## src/rtl/fetch_unit.sv

```systemverilog
// Instruction fetch stage: issues one instruction-memory read at a time, drives the PC
// register's write port and hands instructions to decode through a one-entry output register.
`timescale 1ns/1ps
module fetch_unit #(
    parameter logic [31:0] PC_STEP = 32'd4
) (
    input  logic        i_clk,
    input  logic        i_rst,
    input  logic [31:0] i_pc,
    output logic        o_pc_write,
    output logic [31:0] o_next_pc,
    output logic        o_imem_req_valid,
    input  logic        i_imem_req_ready,
    output logic [31:0] o_imem_addr,
    input  logic        i_imem_rsp_valid,
    input  logic [31:0] i_imem_rsp_data,
    input  logic        i_redirect,
    input  logic [31:0] i_redirect_pc,
    output logic        o_inst_valid,
    input  logic        i_inst_ready,
    output logic [31:0] o_inst,
    output logic [31:0] o_inst_pc
);

    // Handshakes: a transfer happens on a rising edge where valid and ready are both high;
    // valid and its payload stay stable until then, except that a redirect withdraws the request.
    typedef enum logic [1:0] {
        S_REQ   = 2'd0,
        S_WAIT  = 2'd1,
        S_DRAIN = 2'd2
    } state_e;

    state_e      state_q, state_d;
    logic [31:0] req_pc_q, req_pc_d;
    logic        inst_valid_q, inst_valid_d;
    logic [31:0] inst_q, inst_d;
    logic [31:0] inst_pc_q, inst_pc_d;

    logic drain;
    logic slot_free;
    logic req_fire;
    logic rsp_load;

    always_comb begin
        drain            = inst_valid_q & i_inst_ready;
        slot_free        = !inst_valid_q | drain;
        o_imem_req_valid = (state_q == S_REQ) & slot_free & !i_redirect & !i_rst;
        o_imem_addr      = i_pc;
        req_fire         = o_imem_req_valid & i_imem_req_ready;
        // A response landing together with a redirect belongs to the wrong path.
        rsp_load         = (state_q == S_WAIT) & i_imem_rsp_valid & !i_redirect;
        o_pc_write       = !i_rst & (i_redirect | req_fire);
        o_next_pc        = i_redirect ? i_redirect_pc : (i_pc + PC_STEP);
    end

    always_comb begin
        state_d  = state_q;
        req_pc_d = req_pc_q;
        case (state_q)
            S_REQ: begin
                if (req_fire) begin
                    state_d  = S_WAIT;
                    req_pc_d = i_pc;
                end
            end
            S_WAIT: begin
                if (i_imem_rsp_valid) begin
                    state_d = S_REQ;
                end else if (i_redirect) begin
                    state_d = S_DRAIN;
                end
            end
            S_DRAIN: begin
                if (i_imem_rsp_valid) begin
                    state_d = S_REQ;
                end
            end
            default: state_d = S_REQ;
        endcase
    end

    always_comb begin
        inst_valid_d = inst_valid_q;
        inst_d       = inst_q;
        inst_pc_d    = inst_pc_q;
        if (i_redirect) begin
            inst_valid_d = 1'b0;
        end else if (rsp_load) begin
            inst_valid_d = 1'b1;
            inst_d       = i_imem_rsp_data;
            inst_pc_d    = req_pc_q;
        end else if (drain) begin
            inst_valid_d = 1'b0;
        end
    end

    always_ff @(posedge i_clk or posedge i_rst) begin
        if (i_rst) begin
            state_q      <= S_REQ;
            req_pc_q     <= 32'd0;
            inst_valid_q <= 1'b0;
            inst_q       <= 32'd0;
            inst_pc_q    <= 32'd0;
        end else begin
            state_q      <= state_d;
            req_pc_q     <= req_pc_d;
            inst_valid_q <= inst_valid_d;
            inst_q       <= inst_d;
            inst_pc_q    <= inst_pc_d;
        end
    end

    assign o_inst_valid = inst_valid_q;
    assign o_inst       = inst_q;
    assign o_inst_pc    = inst_pc_q;

endmodule

```

## config.mk

```make
export PLATFORM = sky130hd
export DESIGN_NAME = fetch_unit
export DESIGN_NICKNAME = d
export VERILOG_FILES = /design/src/rtl/fetch_unit.sv
export SDC_FILE = /design/constraint.sdc
export NUM_CORES = 1
export LEC_CHECK = 0
export BUFFER_PORTS_ARGS = -buffer_cell sky130_fd_sc_hd__buf_2
export CAP_MARGIN = 15
export CORE_MARGIN = 2
export CORE_UTILIZATION = 43
export CTS_BUF_LIST = sky130_fd_sc_hd__clkbuf_8
export CTS_CLUSTER_SIZE = 24
export DETAILED_ROUTE_END_ITERATION = 8
export PLACE_DENSITY = 0.78
export SYNTH_ARGS = -nofsm -noshare
export SYNTH_HDL_FRONTEND = slang
export SYNTH_SLANG_ARGS = --single-unit
```

## constraint.sdc

```tcl
create_clock -name i_clk -period 2.5 [get_ports i_clk]
set_input_delay 0 -clock i_clk [delete_from_list [all_inputs] [get_ports i_clk]]
set_output_delay 0 -clock i_clk [all_outputs]
set_load 0.05 [all_outputs]
```

==> out/qor.txt <==
sequential area share after synthesis -> 0.510
GR Util All Layers -> 0.213
Synth area leaders -> dfrtp_1, mux2_2, buf_4
width of the die -> 110 um
synthesized area -> 4860 um^2
# IOs -> 233
final instance area -> 6950 um^2
worst-path maximum fanout -> 8
fin crit share -> 1.01
Worst setup EP type -> output port
Port-buffer cells -> 232
status -> finished with violations
die area -> 12200 um^2
Final min period -> 2.52 ns
Synth Flop Type -> dfrtp_1
Reg clk slew, reported paths -> 0.09 ns
Fill cells -> 842
worst skew pair latency -> 0.36 ns
Avg WL per Cell -> 16.7 um
CTS max path bufs -> 2
Top delay family on crit path -> simple AND/OR/NAND/NOR gates
Final Skew -> 0.00865 ns
RSZ-0062 raised after global routing -> yes
Worst Setup Start Kind -> primary input
core area -> 10900 um^2
final core occ -> 0.635
Crit path largest cell delay -> 0.65 ns
via count -> 4305
area grow syn2layout -> 42.9%
PnR worst setup slack -> -0.0216 ns
global-route wire length before repair -> 19900 um
Max Cap Viol -> 0
max_slew headroom -> 0.484
Clock Root Buffer -> clkbuf_8
Worst Hold Class -> primary input to register
final antenna-violating net count -> 0
final WL -> 13900 um
layout cells sized above 1 -> 0.543
# diodes -> 0
DIE HEIGHT -> 110 um
Synth Net Count -> 518
Initial DRC Count -> 184
Unique masters post-synth -> 35
Bufs and invs on worst path -> 3
#FFs+latches synth -> 99
dominant cell type by area after synthesis -> dfrtp_1
Async S/R FF share, synth -> 1.00
CTS tree -> done
Req. time, crit path -> 2.50 ns
Avg Inst Size Synth -> 11.7 um^2
Max Slew Vio Count -> 0
Final Wtd Congestion -> 0.918
critical path type -> primary input to output port
Ys Warns -> 0
CP arrival -> 2.52 ns
Fmax -> 397 MHz
vias in the first global route -> 4159
Max VDD drop -> 0.561 mV
DRC -> 0
CTS buffer count -> 9
Synth Instances -> 415
Hold Violations, Final -> 0
Pwr Total -> 6.53 mW
leakage power -> 3.32 nW
First-pass DRT Iterations -> 4
failing checks -> setup timing
Nets -> 788
top cells by count, synth -> dfrtp_1, mux2_2, buf_4
CTS H-tree lvls -> 3
Rows -> 38
number of synthesized flops with an enable pin -> 0
Pwr Density -> 939 nW/um^2
worst slew pin tran -> 0.772 ns
Starting Density -> 0.445
Clock Sinks -> 99
largest net degree at the start of global routing -> 42
Area after DPL -> 5970 um^2
CP Cell Sequence -> dlygate4sd3_1 -> buf_6 -> nand4_1 -> or4_4 -> or4_1 -> a31oi_1 -> clkbuf_4
CP max stage cell -> or4_4
Final HPWL DP -> 9030 um
initial antenna violation count -> 0
endpoints failing setup -> 1
post-synth top area share -> 0.510
via/cell ratio -> 5.19
total gr overflow -> 0
layout make-up:
type | count | area [um^2] | share of cell area
well taps | 140 | 175 | 0.0252
repair buffers | 309 | 1940 | 0.280
flip-flops and latches | 99 | 2480 | 0.357
clock buffers | 9 | 124 | 0.0178
multi-input cells | 260 | 2110 | 0.304
inverters | 6 | 26.3 | 0.00378
clock inverters | 7 | 91.3 | 0.0131
layout by cell type (no fill, tap or decap), types with 4 or more instances in the layout:
cell type	count
buf_2	223
inv_1	6
nand4_1	6
nor3_1	4
a31oi_1	13
dfrtp_1	99
xnor2_1	11
nand2_1	25
nor2_1	19
clkbuf_8	9
or4_4	6
or3_1	9
o21ai_0	26
mux2_2	99
nor4_1	4
buf_4	16
dlygate4sd3_1	65
nand3_1	10
state kept, by name (all words and copies together), names as in the netlist:
| name | count |
|---|---|
| o_inst | 32 |
| o_inst_pc | 32 |
| o_inst_valid | 1 |
| req_pc_q | 32 |
| state_q | 2 |
per-layer routing:
layer  GRT usage  vias to the layer above  wire length, um
met3      0.0453                       27              908
li1            -                     1996                -
met1       0.248                     2093             5280
met5           0                        -                0
met4      0.0875                        0              304
met2       0.382                      189             7380
metrics by stage:
stage	hold slack [ns]	worst slack (ns)	setup TNS [ns]	cells
after floorplan	0.0631	-0.0152	-0.0152	415
after global placement	0.177	0.542	0	743
after detailed placement	0.183	0.515	0	743
after CTS	0.0000122	0.0169	0	824
after global routing	0.0243	-0.152	-0.268	830
final	0.0210	-0.0216	-0.0216	830
worst paths after layout:
path                            startpoint             to  slack (ns)  cells past startpoint
worst max-delay path               i_pc[8]  o_next_pc[31]       -0.02                      7
worst min-delay path               i_pc[5]    req_pc_q[5]        0.02                      2
worst max register to register  state_q[1]     o_inst[29]        0.75                      4
worst min register to register   o_inst[1]      o_inst[1]        0.51                      1
max in group asynchronous            i_rst    req_pc_q[7]        1.36                      4
min in group asynchronous            i_rst    req_pc_q[9]        0.37                      3
power breakdown:
group	switching, mW	total (mW)	internal, mW	leakage (nW)
logic	2.18	3.04	0.866	1.99
clock network	0.550	1.11	0.564	0.115
registers	0.258	2.37	2.11	1.21
what timing repair did:
item	4_1_cts	5_1_grt
resized for setup	0	22
hold endpoints to repair	97	0
setup buffers	0	4
endpoints found under the setup margin	0	5
hold buffers	65	0
cells by family (layout without fill, tap and decap cells):
family                     Yosys count  count (layout)  synth area share
AOI/OAI and AO/OA                   48              48            0.0561
xor gates and xnor gates            13              13            0.0234
adders and majority gates            1               1           0.00257
buffers and inverters               58             331            0.0721
DFF                                 99              99             0.510
muxes                               99              99             0.229
and+or+nand+nor                     97              99             0.107
Power figures use the tool's default switching activity.
